[config.mk]
export PLATFORM = sky130hd
export DESIGN_NAME = lane_node_gene_tx
export DESIGN_NICKNAME = d
export VERILOG_FILES = /design/src/rtl/neat_gene_pkg.sv /design/src/rtl/neat_node_gene_pack.sv /design/src/rtl/lane_node_gene_tx.sv
export SDC_FILE = /design/constraint.sdc
export NUM_CORES = 1
export LEC_CHECK = 0
export CORE_MARGIN = 4
export CORE_UTILIZATION = 41
export DETAILED_ROUTE_END_ITERATION = 16
export PLACE_DENSITY = 0.86
export SLEW_MARGIN = 0
export SYNTH_ARGS = -nofsm -noshare
export SYNTH_HDL_FRONTEND = slang
export SYNTH_HIERARCHICAL = 1
export SYNTH_SLANG_ARGS = --single-unit
[constraint.sdc]
create_clock -name clk -period 2 [get_ports clk]
set_input_delay 0.4 -clock clk [delete_from_list [all_inputs] [get_ports clk]]
set_output_delay 0.4 -clock clk [all_outputs]
set_load 0.05 [all_outputs]
[src/rtl/neat_gene_pkg.sv]
// Shared gene-format constants, lane phase/layer codes and the node-gene emitter FSM encoding.
// Gene parity bit is controlled by the LANE_GENE_PARITY_EN macro (see neat_node_gene_pack).
package neat_gene_pkg;

  localparam int DEF_GENE_SZ = 64;
  localparam int DEF_ATTR_SZ = 8;
  localparam int LAYER_W     = 2;

  function automatic int node_id_lsb(input int attr_sz);
    return 5 * attr_sz;
  endfunction

  function automatic int layer_lsb(input int attr_sz);
    return 7 * attr_sz - 3;
  endfunction

  localparam int NODE_ID_LSB = 5 * DEF_ATTR_SZ;
  localparam int LAYER_LSB   = 7 * DEF_ATTR_SZ - 3;
  localparam int ENABLE_BIT  = DEF_GENE_SZ - 1;

  localparam logic [1:0] LAYER_HIDDEN = 2'b00;
  localparam logic [1:0] LAYER_INPUT  = 2'b01;
  localparam logic [1:0] LAYER_OUTPUT = 2'b10;

  localparam logic [1:0] PH_SCAN = 2'b00;
  localparam logic [1:0] PH_EMIT = 2'b01;

  typedef enum logic [1:0] {
    ST_IDLE = 2'b00,
    ST_SEND = 2'b01,
    ST_FIN  = 2'b10
  } gtx_state_e;

endpackage

[src/rtl/neat_node_gene_pack.sv]
// Combinational node-gene packer: node_id + layer -> gene word with the enable bit set.
// With LANE_GENE_PARITY_EN defined, bit 0 carries even parity over the upper bits.
module neat_node_gene_pack
  import neat_gene_pkg::*;
#(
  parameter int GENE_SZ = 64,
  parameter int ATTR_SZ = 8
) (
  input  logic [ATTR_SZ-1:0] node_id,
  input  logic [LAYER_W-1:0] layer,
  output logic [GENE_SZ-1:0] gene
);

  localparam int NID_LSB = node_id_lsb(ATTR_SZ);
  localparam int LAY_LSB = layer_lsb(ATTR_SZ);

  always_comb begin
    gene                        = '0;
    gene[GENE_SZ-1]             = 1'b1;
    gene[NID_LSB +: ATTR_SZ]    = node_id;
    gene[LAY_LSB +: LAYER_W]    = layer;
`ifdef LANE_GENE_PARITY_EN
    gene[0]                     = ^gene[GENE_SZ-1:1];
`else
    gene[0]                     = 1'b0;
`endif
  end

endmodule

[src/rtl/lane_node_gene_tx.sv]
// Lane node-gene producer: allocates COUNT consecutive IDs above base_id and streams packed genes.
// Parity in gene bit 0 is enabled by the LANE_GENE_PARITY_EN macro.
module lane_node_gene_tx
  import neat_gene_pkg::*;
#(
  parameter int GENE_SZ = 64,
  parameter int ATTR_SZ = 8,
  parameter int CNT_SZ  = 8
) (
  input  logic               clk,
  input  logic               rst,
  input  logic [1:0]         state,
  input  logic               start,
  input  logic [ATTR_SZ-1:0] base_id,
  input  logic [1:0]         layer_in,
  input  logic [CNT_SZ-1:0]  count,
  output logic [GENE_SZ-1:0] gene_out,
  output logic               gene_valid,
  input  logic               gene_ready,
  output logic               busy,
  output logic               done,
  output logic               overflow,
  output logic [ATTR_SZ-1:0] last_id
);

  gtx_state_e          state_q, state_d;
  logic [ATTR_SZ-1:0]  next_id_q, next_id_d;
  logic [ATTR_SZ-1:0]  last_id_q, last_id_d;
  logic [CNT_SZ-1:0]   rem_q, rem_d;
  logic [1:0]          layer_q, layer_d;
  logic                ovf_q, ovf_d;
  logic                start_ok;
  logic [GENE_SZ-1:0]  gene_packed;

  assign start_ok = start && (state == PH_EMIT);

  always_ff @(posedge clk or posedge rst) begin
    if (rst) begin
      state_q   <= ST_IDLE;
      next_id_q <= '0;
      last_id_q <= '0;
      rem_q     <= '0;
      layer_q   <= '0;
      ovf_q     <= 1'b0;
    end else begin
      state_q   <= state_d;
      next_id_q <= next_id_d;
      last_id_q <= last_id_d;
      rem_q     <= rem_d;
      layer_q   <= layer_d;
      ovf_q     <= ovf_d;
    end
  end

  always_comb begin
    state_d   = state_q;
    next_id_d = next_id_q;
    last_id_d = last_id_q;
    rem_d     = rem_q;
    layer_d   = layer_q;
    ovf_d     = ovf_q;
    unique case (state_q)
      ST_IDLE: begin
        if (start_ok) begin
          last_id_d = base_id;
          layer_d   = layer_in;
          rem_d     = count;
          next_id_d = base_id + 1'b1;
          ovf_d     = 1'b0;
          if (count == '0) begin
            state_d = ST_FIN;
          end else if (&base_id) begin
            // No ID is left above an all-ones base: nothing can be allocated.
            ovf_d   = 1'b1;
            state_d = ST_FIN;
          end else begin
            state_d = ST_SEND;
          end
        end
      end
      ST_SEND: begin
        if (gene_ready) begin
          last_id_d = next_id_q;
          rem_d     = rem_q - 1'b1;
          next_id_d = next_id_q + 1'b1;
          if (rem_q == CNT_SZ'(1)) begin
            state_d = ST_FIN;
          end else if (&next_id_q) begin
            // More genes wanted but the ID space is spent; stop rather than wrap.
            ovf_d   = 1'b1;
            state_d = ST_FIN;
          end
        end
      end
      ST_FIN:  state_d = ST_IDLE;
      default: state_d = ST_IDLE;
    endcase
  end

  neat_node_gene_pack #(
    .GENE_SZ (GENE_SZ),
    .ATTR_SZ (ATTR_SZ)
  ) u_pack (
    .node_id (next_id_q),
    .layer   (layer_q),
    .gene    (gene_packed)
  );

  assign gene_valid = (state_q == ST_SEND);
  assign gene_out   = gene_valid ? gene_packed : '0;
  assign busy       = (state_q != ST_IDLE);
  assign done       = (state_q == ST_FIN);
  assign overflow   = ovf_q;
  assign last_id    = last_id_q;

endmodule
==> results.py, run 1 <==
metrics = {
    "worst_hold_path": {
        "min-delay-start": "layer_q[0]$_DFFE_PP0P_",
        "hold_path.class": "reg -> reg",
        "hold_depth": 2,
        "min_to": "layer_q[0]$_DFFE_PP0P_",
    },
    "floorplan": {
        "std_cell_rows": 29,
        "core_mm2": 0.00646,
        "start_util": 0.429,
        "die_h_um": 90.2,
        "die_area_mm2": 0.00814,
        "ioPinCount": 100,
        "die_w_um": 90.2,
    },
    "sta": {
        "slew_viol_final": 0,
        "setup_slack_ns": 0.108,
        "fin_skew_ns": 0.00836,
        "slew_headroom": 0.657,
        "finalHoldViolCount": 0,
        "fin_crit_sh": 0.946,
        "max_freq_mhz": 529,
        "setup_viol": 0,
        "worst_pin_slew_ns": 0.514,
        "period_minus_slack_ns": 1.89,
        "rsz0062_at_grt": "false",
    },
    "logic_synthesis": {
        "synth_commonest_cells": "66 x and2_1, 64 x buf_4, 45 x nand2_1",
        "netlist.area_leader.share": 0.262,
        "synth_edf_count": 0,
        "async_flop_share": 1.00,
        "synth_ff_type": "dfrtp_1",
        "synth-seq-cells": 29,
        "yosysMostFrequentCell": "and2_1",
        "synth_cell_types": 49,
        "syn_area_per_cell_um2": 7.60,
        "syn_area_mm2": 0.00277,
        "syn_inst": 365,
        "yosys-top-cells-area": "dfrtp_1 26%, buf_4 17%, and2_1 15%",
        "synth_seq_area_share": 0.262,
        "yosysWarnings": 6,
        "yosysTopAreaCell": "dfrtp_1",
    },
    "global_routing": {
        "overflow": 0,
        "grt_pass1_wl_mm": 10.8,
        "grt_pass1_vias": 2302,
        "antenna_found_initial": 0,
        "grt_max_degree": 40,
        "grt_usage": 0.160,
    },
    "routing": {
        "drc": 0,
        "num_vias": 2418,
        "via_per_inst": 4.94,
        "routed.top_layer": "met4",
        "drtPass1Iterations": 5,
        "wl_per_cell_um": 13.6,
        "wl_met1_mm": 2.67,
        "met2_length_mm": 3.42,
        "wl_met3_um": 501,
        "routed_wl_mm": 6.66,
        "ant_nets": 0,
        "drt_iter0_drc": 189,
    },
    "clocking": {
        "numCtsBuffers": 5,
        "clkTransAtPathRegs_ns": 0.06,
        "clk_latency_ns": 0.29,
        "cts_tree": "built",
        "htreeDepth": 2,
        "cts_buffer_depth": 2,
        "clockRootBuffer": "clkbuf_8",
        "cts_num_sinks": 29,
    },
    "critical_path": {
        "r2r_start": "state_q[1]$_DFFE_PP0P_",
        "end_kind": "output port",
        "cp.required_ns": 1.60,
        "crit_type": "reg -> out",
        "critical_path.startpoint_type": "register",
        "r2r_cells": 8,
        "rr_endpoint": "next_id_q[2]$_DFFE_PP0P_",
        "worstPathMaxFanout": 33,
        "worstPathArrival_ns": 1.49,
        "ff2ff_setup_slack_ns": 0.13,
    },
    "run": {
        "drv_cap": 0,
    },
    "placement": {
        "gp_congestion": 0.885,
        "port_buffers": 46,
        "dp_hpwl_mm": 5.04,
        "dpl_worst_slack_ns": -0.00419,
    },
    "finish": {
        "diodes": 0,
        "fill_cells": 601,
        "syn2layout_area_growth_pct": 23.1,
        "nets": 438,
        "drive_gt1_frac": 0.143,
    },
    "status": {
        "outcome": "finished, final reports clean",
    },
}
-- through the flow --
step / utilization / setup TNS, ns / instance area [µm²] / instances / hold slack [ns]
floorplan: - / -0.0534 / 3040 / 417 / 0.447
global placement: 0.508 / 0 / 3280 / 477 / 0.451
detailed placement: 0.508 / -0.00419 / 3280 / 477 / 0.476
CTS: 0.521 / 0 / 3370 / 485 / 0.490
global route: 0.528 / 0 / 3410 / 489 / 0.520
finish: 0.528 / 0 / 3410 / 489 / 0.479
-- cell families after synthesis --
logic type | after synthesis | share of synthesized area
fa+ha+maj | 3 | 0.0135
other cells | 2 | 0.00271
compound gates | 63 | 0.141
mux | 8 | 0.0402
buf+inv | 90 | 0.214
simple gates | 170 | 0.327
flops | 29 | 0.262
-- repair_timing --
action                     4_1_cts  5_1_grt
resized for setup                1        3
pin swaps                        0        0
setup endpoints to repair        5        9
hold buffers                     0        0
buffers inserted                 0        4
-- cells in the final DEF, fill, tap and decap left out, types with 4 or more instances in the layout --
cell and n:
a21oi_1 24, nor3_1 4, nand2_1 41, and2_1 66, clkbuf_8 5, mux2i_1 4
o21ai_0 13, a31oi_1 6, inv_1 7, nand2_2 5, clkdlybuf4s50_1 31, nand3_1 7
conb_1 54, buf_12 15, dfrtp_1 29, nor2_1 26, buf_4 22, a311oi_1 4
-- worst max-delay path, cell delays in order, from the launching register on --
cell	delay [ns]
dfrtp_1	0.38
nand2b_4	0.21
clkinv_8	0.11
buf_16	0.17
and2_1	0.19
buf_12	0.14
-- registers in the layout, indices dropped and copies added, names as in the netlist --
signal and cells:
state_q 2, overflow 1, last_id 8, next_id_q 8
layer_q 2, rem_q 8
-- worst max path at each step --
stage / depth (start not counted) / endpoint / startpoint / slack [ns]
6_report: 5 / gene_out[44] / state_q[1]$_DFFE_PP0P_ / 0.11
3_3_place_gp: 7 / next_id_q[2]$_DFFE_PP0P_ / base_id[0] / 0.04
2_1_floorplan: 10 / next_id_q[2]$_DFFE_PP0P_ / state_q[1]$_DFFE_PP0P_ / -0.05
3_5_place_dp: 7 / next_id_q[2]$_DFFE_PP0P_ / base_id[0] / -0.004
4_1_cts: 5 / gene_out[44] / state_q[1]$_DFFE_PP0P_ / 0.02
5_1_grt: 4 / gene_valid / state_q[1]$_DFFE_PP0P_ / 0.02
-- cell type report --
type,count,area [µm²],area share
clock buffer,6,72.6,0.0213
tap,77,96.3,0.0282
sequential,29,726,0.213
multi-input combinational,298,1660,0.487
inverter,8,42.5,0.0125
clock inverter,2,10.0,0.00293
timing repair buffer,69,803,0.235
-- metal layers --
layer / vias up / GRT usage
met4: 0 / 0.0497
met2: 107 / 0.281
li1: 1196 / -
met5: - / 0
met1: 1107 / 0.189
met3: 8 / 0.0442
Power of run 1 is left out: the tool's default activity adds up to more than one toggle a clock period on the data nets, which glitch-free logic cannot reach.
==> run 2: changes to the inputs <==
--- a/config.mk
+++ b/config.mk
@@ -6,9 +6,9 @@
 export NUM_CORES = 1
 export LEC_CHECK = 0
 export CORE_MARGIN = 4
-export CORE_UTILIZATION = 41
+export CORE_UTILIZATION = 46
 export DETAILED_ROUTE_END_ITERATION = 16
-export PLACE_DENSITY = 0.86
+export PLACE_DENSITY = 0.91
 export SLEW_MARGIN = 0
 export SYNTH_ARGS = -nofsm -noshare
 export SYNTH_HDL_FRONTEND = slang
==> constraint.sdc (replaced) <==
create_clock -name clk -period 2.1 [get_ports clk]
set_input_delay 0.42 -clock clk [delete_from_list [all_inputs] [get_ports clk]]
set_output_delay 0.42 -clock clk [all_outputs]
set_load 0.05 [all_outputs]
==> run 2 against run 1 <==
Compared with the run above: flip-flop and latch count unchanged; setup slack worse by 0.011 ns; wire length shrank 0.14%; count of clock-buffer cells in the layout fell by 1; sequential share of layout area rose by 0.59 points; via count fell by 1.0%.
==> results.py, run 2 (synthesis results as in run 1) <==
metrics = {
    "status": {
        "outcome": "finished, final reports clean",
    },
    "clocking": {
        "htreeDepth": 2,
        "postCtsHoldBufs": 0,
        "clkTransAtPathRegs_ns": 0.07,
        "clockRootBuffer": "clkbuf_8",
        "cts_num_sinks": 29,
        "cts_tree": "built",
        "clk_latency_ns": 0.29,
        "cts_setup_buffers": 0,
        "numCtsBuffers": 5,
        "cts_buffer_depth": 2,
    },
    "finish": {
        "nets": 432,
        "syn2layout_area_growth_pct": 19.7,
        "drive_gt1_frac": 0.118,
        "mostFrequentLayoutCell": "and2_1",
        "fin_area_mm2": 0.00332,
        "diodes": 0,
        "mostFrequentLayoutCells": "66 x and2_1, 54 x conb_1, 45 x nand2_1",
    },
    "placement": {
        "dp_hpwl_mm": 4.95,
        "port_buffers": 46,
        "placed_area_mm2": 0.00321,
        "gp_congestion": 0.877,
    },
    "global_routing": {
        "grt_max_degree": 34,
        "grt_usage": 0.181,
        "grt_pass1_vias": 2301,
        "overflow": 0,
        "grt_pass1_wl_mm": 10.8,
        "antenna_found_initial": 0,
    },
    "run": {
        "drv_cap": 0,
    },
    "sta": {
        "finalHoldViolCount": 0,
        "fin_crit_sh": 0.954,
        "max_freq_mhz": 499,
        "setup_tns_ns": 0,
        "worst_pin_slew_ns": 0.589,
        "setup_viol": 0,
        "slew_viol_final": 0,
        "rsz0062_at_grt": "false",
        "slew_headroom": 0.604,
        "fin_skew_ns": 0.00822,
        "period_minus_slack_ns": 2.00,
    },
    "routing": {
        "drc": 0,
        "drtPass1Iterations": 4,
        "ant_nets": 0,
        "routed_wl_mm": 6.66,
        "via_per_inst": 4.98,
        "wl_per_cell_um": 13.8,
        "drt_iter0_drc": 164,
        "num_vias": 2393,
    },
    "critical_path": {
        "cpLargestDelayFamily": "buffers and inverters",
        "cp.required_ns": 1.68,
        "crit_type": "reg -> out",
        "crit_top_cell": "buf_12",
        "worstPathMaxFanout": 33,
        "worstPathArrival_ns": 1.58,
        "end_kind": "output port",
        "critical_path.max_stage_delay_ns": 0.40,
        "path_cells": "nand2b_4, inv_4, buf_12, and2_1, buf_12",
        "crit_path_top_delay_cell": "dfrtp_1",
        "critical_path.startpoint_type": "register",
        "crit_buf_inv": 3,
    },
    "floorplan": {
        "core_mm2": 0.00589,
        "start_util": 0.471,
        "std_cell_rows": 28,
        "die_area_mm2": 0.00733,
        "die_h_um": 85.6,
        "ioPinCount": 100,
        "die_w_um": 85.6,
    },
    "worst_hold_path": {
        "hold_path.class": "reg -> reg",
    },
}
==> run 2: cell types whose count changed in the layout (fill, tap and decap cells not counted), sizes merged <==
cell           before  now
buf                38   31
clkbuf              6    5
clkdlybuf4s50      31   32
clkinv              3    2
clkinvlp            0    1
inv                 7    8
==> run 2: what timing repair did <==
| action | 4_1_cts | 5_1_grt |
|---|---|---|
| resized for setup | 2 | 3 |
| endpoints found under the hold margin | 0 | 0 |
| pin swaps | 0 | 0 |
| setup endpoints to repair | 9 | 9 |
==> run 2: routing by layer <==
layer / vias to the layer above / share of wire / track usage
li1: 1183 / - / -
met4: 0 / 0.013 / 0.0647
met2: 108 / 0.49 / 0.299
met3: 7 / 0.089 / 0.0528
met5: - / 0 / 0
met1: 1095 / 0.41 / 0.225
==> run 2: area by class of cell <==
type	instances	area, µm²
Timing Repair Buffer	63	732
Clock inverter	3	17.5
Clock buffer	5	68.8
Multi-Input combinational cell	298	1650
Inverter	8	32.5
Sequential cell	29	726
Fill cell	502	2570
Tap cell	75	93.8
==> run 2: per-stage QoR <==
step,instances,hold slack (ns),setup WS (ns),utilization
after global routing,481,0.520,0.0213,0.564
after detailed placement,473,0.470,0.0449,0.546
after CTS,481,0.485,0.0206,0.562
after global placement,473,0.455,0.100,0.546
final,481,0.483,0.0972,0.564
after floorplan,417,0.447,0.00541,-
==> run 2: path summary, 6_finish.rpt <==
kind	start	end	slack, ns	cells after the start
worst max register to register	state_q[1]$_DFFE_PP0P_	next_id_q[2]$_DFFE_PP0P_	0.18	8
worst max-delay path	state_q[1]$_DFFE_PP0P_	gene_out[45]	0.1	5
max in group asynchronous	rst	next_id_q[6]$_DFFE_PP0P_	1.30	3
min in group asynchronous	rst	last_id[2]$_DFFE_PP0P_	0.51	3
worst min register to register	layer_q[1]$_DFFE_PP0P_	layer_q[1]$_DFFE_PP0P_	0.48	2
worst min-delay path	layer_q[1]$_DFFE_PP0P_	layer_q[1]$_DFFE_PP0P_	0.48	2
==> run 2: tightest hold or removal path: cells and delay by family, from the launching register on <==
| family | cells | cell delay (ns) |
|---|---|---|
| flip-flops | 1 | 0.35 |
| AND/OR/NAND/NOR | 2 | 0.10 |
Power of run 2 is left out for the same reason.
==> run 3: changes to the inputs <==
--- a/config.mk
+++ b/config.mk
@@ -5,9 +5,11 @@
 export SDC_FILE = /design/constraint.sdc
 export NUM_CORES = 1
 export LEC_CHECK = 0
+export CORE_ASPECT_RATIO = 0.75
 export CORE_MARGIN = 4
 export CORE_UTILIZATION = 46
 export DETAILED_ROUTE_END_ITERATION = 16
+export GPL_TIMING_DRIVEN = 0
 export PLACE_DENSITY = 0.91
 export SLEW_MARGIN = 0
 export SYNTH_ARGS = -nofsm -noshare
==> run 3 against run 2 <==
Compared with the run above: the flow now finishes with violations (negative setup slack); register-to-register slack got worse by 0.21 ns; core utilization is 12 points higher; fmax fell by 6.0%; setup slack lost 0.13 ns; count of clock-buffer cells in the layout grew 2; non-clock buffer count rose by 83; via count increased by 21%; critical path depth is 5 higher; wire length increased by 23%; highest routed layer unchanged.
==> results.py, run 3 (synthesis results as in run 1) <==
metrics = {
    "status": {
        "outcome": "complete, but fails checks",
        "violations": "negative setup slack",
    },
    "run": {
        "drv_cap": 0,
    },
    "floorplan": {
        "start_util": 0.476,
        "die_area_mm2": 0.00735,
        "core_mm2": 0.00583,
        "die_w_um": 97.6,
        "std_cell_rows": 24,
        "die_h_um": 75.2,
        "ioPinCount": 100,
    },
    "routing": {
        "drt_iter0_drc": 407,
        "drc": 0,
        "wl_per_cell_um": 14.4,
        "num_vias": 2891,
        "via_per_inst": 5.10,
        "routed_wl_mm": 8.17,
        "drtPass1Iterations": 5,
        "ant_nets": 0,
    },
    "finish": {
        "syn2layout_area_growth_pct": 43.1,
        "diodes": 0,
        "fill_cells": 437,
        "drive_gt1_frac": 0.286,
        "fin_cells": 567,
        "mostFrequentLayoutCells": "85 x buf_4, 60 x and2_1, 54 x conb_1",
        "nets": 515,
        "post-route-util": 0.681,
        "mostFrequentLayoutCell": "buf_4",
        "fin_area_mm2": 0.00397,
    },
    "clocking": {
        "clkTransAtPathRegs_ns": 0.06,
        "clockRootBuffer": "clkbuf_8",
        "cts_num_sinks": 29,
        "postCtsHoldBufs": 0,
        "clk_latency_ns": 0.29,
        "cts_buffer_depth": 2,
        "cts_tree": "built",
        "numCtsBuffers": 5,
        "htreeDepth": 2,
    },
    "placement": {
        "dp_cells": 541,
        "port_buffers": 46,
        "gp_congestion": 0.920,
        "placed_area_mm2": 0.00356,
        "dp_hpwl_mm": 5.63,
    },
    "critical_path": {
        "rr_endpoint": "next_id_q[2]$_DFFE_PP0P_",
        "r2r_cells": 10,
        "ff2ff_setup_slack_ns": -0.03,
        "worstPathArrival_ns": 2.30,
        "critical_path.startpoint_type": "register",
        "cp.required_ns": 2.27,
        "end_kind": "register",
        "worstPathMaxFanout": 8,
        "cp-startpoint": "state_q[1]$_DFFE_PP0P_",
        "r2r_start": "state_q[1]$_DFFE_PP0P_",
        "crit_type": "reg -> reg",
    },
    "sta": {
        "max_freq_mhz": 469,
        "period_minus_slack_ns": 2.13,
        "slew_headroom": 0.224,
        "setup_viol": 1,
        "fin_crit_sh": 1.02,
        "fin_skew_ns": 0.00801,
        "setup_tns_ns": -0.0318,
        "rsz0062_at_grt": "true",
        "slew_viol_final": 0,
        "finalHoldViolCount": 0,
        "setup_slack_ns": -0.0318,
        "worst_pin_slew_ns": 1.16,
    },
    "worst_hold_path": {
        "hold_depth": 2,
        "hold_path.class": "reg -> reg",
        "min-delay-start": "layer_q[1]$_DFFE_PP0P_",
        "min_to": "layer_q[1]$_DFFE_PP0P_",
    },
    "global_routing": {
        "grt_pass1_vias": 2646,
        "grt_pass1_wl_mm": 12.6,
        "grt_max_degree": 30,
        "antenna_found_initial": 0,
        "grt_usage": 0.212,
        "overflow": 0,
    },
}
==> run 3: worst max-delay path: stages, from the launching register on <==
cell      delay (ns)
dfrtp_1         0.43
nand2b_4        0.21
inv_6           0.04
buf_8           0.13
buf_12          0.14
nand2_4         0.07
nand2_4         0.05
ha_4            0.17
or4b_1          0.50
o22ai_1         0.21
a21oi_1         0.07
==> run 3: metal layers <==
layer	up-vias	part of all wire	routed length, µm	GRT usage
met3	34	0.12	1010	0.0620
met2	205	0.45	3640	0.351
met1	1300	0.40	3260	0.268
li1	1352	-	-	-
met4	0	0.032	265	0.0799
met5	-	0	0	0
==> run 3: worst max path at each step <==
stage                     cells past startpoint  slack, ns                        to
final                                        10      -0.03  next_id_q[2]$_DFFE_PP0P_
after global routing                         10      -0.04  next_id_q[2]$_DFFE_PP0P_
after CTS                                     7      -0.03              gene_out[54]
after detailed placement                      7      -0.66              gene_out[42]
after global placement                        7      -0.66              gene_out[42]
after floorplan                              10      0.005  next_id_q[2]$_DFFE_PP0P_
==> run 3: what timing repair did <==
action                                  in CTS  in global routing
pin swaps                                    6                  4
hold endpoints to repair                     0                  0
gates resized for setup                    114                 20
buffers inserted                             5                 15
gates cloned                                 0                  0
endpoints found under the setup margin      15                 36
==> run 3: cell type report <==
cell class | count | area, µm² | area share
tap | 78 | 97.6 | 0.0246
clock buffer | 7 | 96.3 | 0.0243
inverter | 8 | 35.0 | 0.00883
clock inverter | 1 | 5.00 | 0.00126
sequential | 29 | 726 | 0.183
timing repair buffer | 66 | 632 | 0.159
buffer | 80 | 652 | 0.164
multi-input combinational | 298 | 1720 | 0.435
==> run 3: per-stage QoR <==
| step | setup WS [ns] | hold slack (ns) |
|---|---|---|
| final | -0.0318 | 0.480 |
| after global routing | -0.0393 | 0.510 |
| after CTS | -0.0325 | 0.479 |
| after detailed placement | -0.661 | 0.463 |
| after global placement | -0.659 | 0.460 |
| after floorplan | 0.00541 | 0.447 |
Power of run 3 is left out for the same reason.
